===== src/rtl/cpu_run_stat_unit.sv =====
// cpu_run_stat_unit
// Run control for the single-cycle CPU: it owns the PC / regfile write
// enable and the RUN / PAUSE / HOLD / EXIT sequencing driven by syscalls,
// the go button and an external hold. It also holds a bank of event
// counters and the registered LED display multiplexer.

module cpu_run_stat_unit #(
  parameter int unsigned CNT_W     = 32,
  parameter int unsigned N_EVT     = 3,
  parameter int unsigned SEL_W     = 3,
  parameter bit          SATURATE  = 1'b0,
  parameter logic [31:0] SYS_EXIT  = 32'h0000000A,
  parameter logic [31:0] SYS_PRINT = 32'h00000022
) (
  input  logic             clk,
  input  logic             rst,
  input  logic             go,
  input  logic             ext_hold,
  input  logic             sys_valid,
  input  logic [31:0]      sys_code,
  input  logic [31:0]      sys_arg,
  input  logic [N_EVT-1:0] evt,
  input  logic             cnt_clr,
  input  logic [SEL_W-1:0] s_type,
  input  logic [31:0]      mem_data,
  output logic             run,
  output logic             halt,
  output logic             exited,
  output logic [31:0]      led_data
);

  typedef enum logic [1:0] {
    ST_RUN   = 2'd0,
    ST_PAUSE = 2'd1,
    ST_EXIT  = 2'd2,
    ST_HOLD  = 2'd3
  } state_t;

  // Counter bank: index 0 is the run-cycle counter, 1..N_EVT follow evt[].
  localparam int unsigned N_CNT = N_EVT + 1;

  state_t             state_r;
  state_t             state_nxt_s;
  state_t             ret_r;
  state_t             ret_nxt_s;
  logic               resume_mask_r;
  logic               mask_nxt_s;
  logic               go_q_r;
  logic               go_edge_s;
  logic               print_s;
  logic [31:0]        sys_out_r;

  logic               run_r;
  logic               halt_r;
  logic               exited_r;
  logic               run_nxt_s;
  logic               exited_nxt_s;
  logic [31:0]        led_r;
  logic [31:0]        disp_s;
  logic [31:0]        sel_idx_s;

  logic [CNT_W-1:0]   cnt_r      [0:N_CNT-1];
  logic               inc_s      [0:N_CNT-1];
  logic [31:0]        cnt_disp_s [0:N_CNT-1];

  // One-step counter advance; in saturating mode an all-ones value sticks.
  function automatic logic [CNT_W-1:0] cnt_step(input logic [CNT_W-1:0] v);
    logic [CNT_W-1:0] r;
    if (SATURATE && (&v)) begin
      r = v;
    end else begin
      r = v + CNT_W'(1);
    end
    return r;
  endfunction

  assign go_edge_s = go & ~go_q_r;

  // go is a level input; remember last cycle's value for edge detection.
  always_ff @(posedge clk) begin
    if (rst) begin
      go_q_r <= 1'b0;
    end else begin
      go_q_r <= go;
    end
  end

  // FSM state register with the HOLD return target and the resume mask.
  always_ff @(posedge clk) begin
    if (rst) begin
      state_r       <= ST_RUN;
      ret_r         <= ST_RUN;
      resume_mask_r <= 1'b0;
    end else begin
      state_r       <= state_nxt_s;
      ret_r         <= ret_nxt_s;
      resume_mask_r <= mask_nxt_s;
    end
  end

  // Next-state logic: hold beats syscalls, a masked syscall is ignored.
  always_comb begin
    state_nxt_s = state_r;
    ret_nxt_s   = ret_r;
    mask_nxt_s  = resume_mask_r;
    print_s     = 1'b0;
    case (state_r)
      ST_RUN: begin
        // The mask only ever covers the first RUN cycle after a resume.
        mask_nxt_s = 1'b0;
        if (ext_hold) begin
          state_nxt_s = ST_HOLD;
          ret_nxt_s   = ST_RUN;
        end else if (sys_valid && !resume_mask_r) begin
          if (sys_code == SYS_EXIT) begin
            state_nxt_s = ST_EXIT;
          end else if (sys_code == SYS_PRINT) begin
            print_s     = 1'b1;
            state_nxt_s = ST_RUN;
          end else begin
            state_nxt_s = ST_PAUSE;
          end
        end else begin
          state_nxt_s = ST_RUN;
        end
      end
      ST_PAUSE: begin
        if (ext_hold) begin
          state_nxt_s = ST_HOLD;
          ret_nxt_s   = ST_PAUSE;
        end else if (go_edge_s) begin
          // The stalled syscall is still on the bus; mask it for one cycle.
          state_nxt_s = ST_RUN;
          mask_nxt_s  = 1'b1;
        end else begin
          state_nxt_s = ST_PAUSE;
        end
      end
      ST_HOLD: begin
        if (!ext_hold) begin
          state_nxt_s = ret_r;
        end else begin
          state_nxt_s = ST_HOLD;
        end
      end
      ST_EXIT: begin
        state_nxt_s = ST_EXIT;
      end
      default: begin
        state_nxt_s = ST_RUN;
        ret_nxt_s   = ST_RUN;
        mask_nxt_s  = 1'b0;
      end
    endcase
  end

  // Output decode from the next state so the registered outputs track state_r.
  always_comb begin
    run_nxt_s    = 1'b0;
    exited_nxt_s = 1'b0;
    case (state_nxt_s)
      ST_RUN:   run_nxt_s    = 1'b1;
      ST_EXIT:  exited_nxt_s = 1'b1;
      ST_PAUSE: run_nxt_s    = 1'b0;
      ST_HOLD:  run_nxt_s    = 1'b0;
      default:  run_nxt_s    = 1'b0;
    endcase
  end

  // Registered run-control outputs.
  always_ff @(posedge clk) begin
    if (rst) begin
      run_r    <= 1'b1;
      halt_r   <= 1'b0;
      exited_r <= 1'b0;
    end else begin
      run_r    <= run_nxt_s;
      halt_r   <= ~run_nxt_s;
      exited_r <= exited_nxt_s;
    end
  end

  // Print syscall latches its argument for the display.
  always_ff @(posedge clk) begin
    if (rst) begin
      sys_out_r <= 32'd0;
    end else if (print_s) begin
      sys_out_r <= sys_arg;
    end else begin
      sys_out_r <= sys_out_r;
    end
  end

  // Per-counter increment requests, all qualified by run.
  always_comb begin
    inc_s[0] = run_r;
    for (int i = 0; i < N_EVT; i++) begin
      inc_s[i + 1] = run_r & evt[i];
    end
  end

  // Counter bank: reset, then clear, then increment.
  always_ff @(posedge clk) begin
    if (rst || cnt_clr) begin
      for (int k = 0; k < N_CNT; k++) begin
        cnt_r[k] <= '0;
      end
    end else begin
      for (int k = 0; k < N_CNT; k++) begin
        if (inc_s[k]) begin
          cnt_r[k] <= cnt_step(cnt_r[k]);
        end else begin
          cnt_r[k] <= cnt_r[k];
        end
      end
    end
  end

  // Fit every counter to the 32-bit display bus.
  for (genvar k = 0; k < N_CNT; k++) begin : g_cnt_disp
    if (CNT_W >= 32) begin : g_trunc
      assign cnt_disp_s[k] = cnt_r[k][31:0];
    end else begin : g_ext
      assign cnt_disp_s[k] = {{(32 - CNT_W){1'b0}}, cnt_r[k]};
    end
  end

  // Display select: 0 = print value, 1..N_CNT = counters, otherwise RAM data.
  always_comb begin
    sel_idx_s = 32'(s_type);
    disp_s    = mem_data;
    if (sel_idx_s == 32'd0) begin
      disp_s = sys_out_r;
    end else begin
      for (int k = 0; k < N_CNT; k++) begin
        disp_s = (sel_idx_s == 32'(k + 1)) ? cnt_disp_s[k] : disp_s;
      end
    end
  end

  // Display register refreshes every cycle regardless of run state.
  always_ff @(posedge clk) begin
    if (rst) begin
      led_r <= 32'd0;
    end else begin
      led_r <= disp_s;
    end
  end

  assign run      = run_r;
  assign halt     = halt_r;
  assign exited   = exited_r;
  assign led_data = led_r;

endmodule


===== config.mk =====
export PLATFORM = sky130hd
export DESIGN_NAME = cpu_run_stat_unit
export DESIGN_NICKNAME = d
export VERILOG_FILES = /design/src/rtl/cpu_run_stat_unit.sv
export SDC_FILE = /design/constraint.sdc
export NUM_CORES = 1
export LEC_CHECK = 0
export ABC_CLOCK_PERIOD_IN_PS = 1930
export BUFFER_PORTS_ARGS = -buffer_cell sky130_fd_sc_hd__buf_2
export CORE_MARGIN = 3
export CORE_UTILIZATION = 53
export CTS_BUF_LIST = sky130_fd_sc_hd__clkbuf_8 sky130_fd_sc_hd__clkbuf_16
export DETAILED_ROUTE_END_ITERATION = 8
export PLACE_DENSITY = 0.8
export SYNTH_ARGS = -nofsm -noshare
export SYNTH_HDL_FRONTEND = slang
export SYNTH_SLANG_ARGS = --single-unit

===== constraint.sdc =====
create_clock -name clk -period 1.93 [get_ports clk]
set_clock_uncertainty 0.1 [all_clocks]
set_input_delay 0.193 -clock clk [delete_from_list [all_inputs] [get_ports clk]]
set_output_delay 0.193 -clock clk [all_outputs]
set_load 0.02 [all_outputs]

==> out/qor.yml <==
ys_seq_area_share_pct: 47.12
hold_class: "in -> reg"
syn_area_sq_um: 11220
synthCells: 1155
ys_seq_elements: 200
internal-power_mw: 7.135
grt_use_total_pct: 27.38
postRouteWirelength_mm: 32.73
io_pins: 143
detail-route-antenna-nets: 0
setup_viol: 1
cts_max_level: 4
path_cells: "nand4_1 -> nor4_4 -> nand4_2 -> or3_1 -> a21oi_1"
place_hpwl_mm: 21.61
cts_root_buf: "clkbuf_16"
path_class: "reg -> reg"
fp.dieArea_sq_um: 22940
finalHoldViolations: 0
synthFlopType: "edfxtp_1"
vias: 10120
synthesis.nets: 1267
violations: "setup timing"
powerDensity_nw_per_um2: 698.0
grt_max_degree: 73
port_buffers: 142
required_ps: 2130
period_needed_ps: 1930
cts_buffer_depth: 2
clk_latency_ps: 450
cp-start-kind: "flop"
synth_cell_type_count: 51
pwr-share-comb_pct: 14.9
vias_per_cell: 6.003
cts_tree: "built"
routabilityCongestion: 0.8800
grt_overflow: 0
wl_per_cell_um: 19.41
drive_gt1_share_pct: 26.78
clkTransAtPathRegs_ps: 80
p_switching_mw: 2.733
fin_ws_ps: -0.4399
grt_pass1_wl_mm: 49.14
dp_slack_ps: -72.00
synth_common_cells: "nor2_1, edfxtp_1, nand2_1"
fin_crit_sh_pct: 100.0
fmax_ghz: 0.5180
grt_pass1_vias: 9511
status: "finished with violations"
post-route-util_pct: 68.99
syn_area_per_cell_sq_um: 9.711
synth_top_area_share_pct: 34.27
route.detailed.drc: 0
cpPeakStageDelay_ps: 410
slew_headroom_pct: 42.67
drv_slew: 0
synthToLayoutAreaGrowth_pct: 26.06
die_h_um: 151.5
worstMarginPinSlew_ps: 856.0
core-area_sq_um: 20490
pwr-share-clk_pct: 34.4
finalNetCount: 1514
drv_cap: 0
p_leak_nw: 5.483
reg2reg_from: "cnt_r[2][12]"
synth.area.top_cells: "edfxtp_1, dfxtp_1, xor2_1"
hp-start: "mem_data[30]"
end_kind: "flop"
die_w_um: 151.5
arrival_ps: 2130
crit_slowest_cell: "nor4_4"
synth_most_common_cell: "nor2_1"
path_max_fanout: 6
swShare_pct: 27.69
clock-sinks: 200
yosys_warnings: 0
start_util_pct: 54.73
async_flop_share_pct: 0
dr.pass1.iters: 5
numCtsBuffers: 17
crit_start: "cnt_r[2][12]"
antenna_found_initial: 1
p_seq_share_pct: 50.7
row_count: 52
synth_largest_area_cell: "edfxtp_1"
rsz0062_at_grt: "yes"
ir_worst_vdd_mv: 0.5636
drtIter0Drc: 980
synth_edf_count: 128
layout by cell type (no fill, tap or decap), types with 13 or more instances in the layout:
| cell | netlist | routed |
|---|---|---|
| nor2_1 | 162 | 161 |
| buf_2 | 7 | 140 |
| edfxtp_1 | 128 | 128 |
| buf_4 | 3 | 110 |
| nand2_1 | 82 | 81 |
| xor2_1 | 74 | 74 |
| dfxtp_1 | 72 | 71 |
| mux2i_1 | 62 | 59 |
| nand4_1 | 42 | 42 |
| o211ai_1 | 41 | 41 |
| o21ai_0 | 41 | 41 |
| nor3_1 | 40 | 37 |
| nand3_1 | 42 | 36 |
| nor2b_1 | 38 | 36 |
| xnor2_1 | 33 | 33 |
| dlygate4sd3_1 | 0 | 33 |
| o22ai_1 | 32 | 32 |
| a211oi_1 | 32 | 32 |
| mux2_2 | 31 | 31 |
| and3_1 | 19 | 18 |
| clkbuf_16 | 0 | 18 |
| and4_1 | 16 | 13 |
registers in the layout, indices dropped and copies added (netlist names):
| signal | flops |
|---|---|
| resume_mask_r | 1 |
| halt | 1 |
| run | 1 |
| exited | 1 |
| led_data | 32 |
| cnt_r | 128 |
| ret_r | 1 |
| state_r | 2 |
| sys_out_r | 32 |
| go_q_r | 1 |
cells by family (layout without fill, tap and decap cells):
family | Yosys count | after routing | share of synthesized area [%]
xor gates and xnor gates | 107 | 107 | 8.356
AOI/OAI and AO/OA | 164 | 164 | 9.516
muxes | 93 | 93 | 8.646
adders and majority gates | 4 | 4 | 0.4462
DFF | 200 | 200 | 47.12
and+or+nand+nor | 502 | 503 | 22.89
other | 0 | 1 | 0
buffers and inverters | 85 | 344 | 3.023
routing by layer:
layer  global-route usage [%]  vias up  share of wire [%]
li1                         -     4720                  -
met1                    35.25     4837                 40
met2                    45.94      490                 49
met3                    4.938       72                7.8
met4                    10.83        2                3.2
met5                        0        -              0.043
final cells by class:
cell class / count / area, sq um
Clock inverter: 15 / 120.1
Clock buffer: 17 / 425.4
Tap cell: 270 / 337.8
Antenna cell: 1 / 2.502
Inverter: 11 / 41.29
Fill cell: 1474 / 6356
Timing Repair Buffer: 301 / 2152
Multi-Input combinational cell: 871 / 5773
Sequential cell: 200 / 5286
final timing paths:
path,end,slack (ps),depth (start not counted)
max,cnt_r[2][26],-0.4,5
min reg2reg,ret_r[0],400,2
min,led_data[30],10,3
max reg2reg,cnt_r[2][26],-0.4,5
critical path: cells and delay by family, from the launching register on:
family             cells  cell delay (ps)
AOI/OAI and AO/OA      1              150
and+or+nand+nor        4             1160
DFF                    1              370
timing repair:
action	CTS	global route
endpoints found under the hold margin	33	0
setup buffers	4	10
endpoints found under the setup margin	13	57
resized for setup	4	44
cloned	0	3
hold buffers	33	0
pin swaps	7	21
per-stage QoR:
stage / total power, mW / cell area, sq um / hold slack [ps] / setup TNS (ps) / std cells
finish: 9.868 / 14140 / 14.50 / -0.4399 / 1686
floorplan: 5.828 / 11230 / 221.2 / 0 / 1155
detailed placement: 6.444 / 12910 / 326.4 / -871.2 / 1603
CTS: 9.829 / 13830 / 9.601 / -53.29 / 1672
global placement: 6.406 / 12910 / 324.8 / -628.8 / 1603
global route: 10.20 / 14140 / 49.96 / -1081 / 1685
power groups by stage:
| stage | clock network [mW] | registers, mW | logic [mW] |
|---|---|---|---|
| floorplan | 0 | 5.16 | 0.669 |
| global placement | 0 | 5.07 | 1.34 |
| detailed placement | 0 | 5.08 | 1.37 |
| CTS | 3.41 | 4.99 | 1.43 |
| global route | 3.58 | 5.03 | 1.59 |
| finish | 3.39 | 5.00 | 1.47 |
Note: power is estimated with default switching activity, not from simulation.
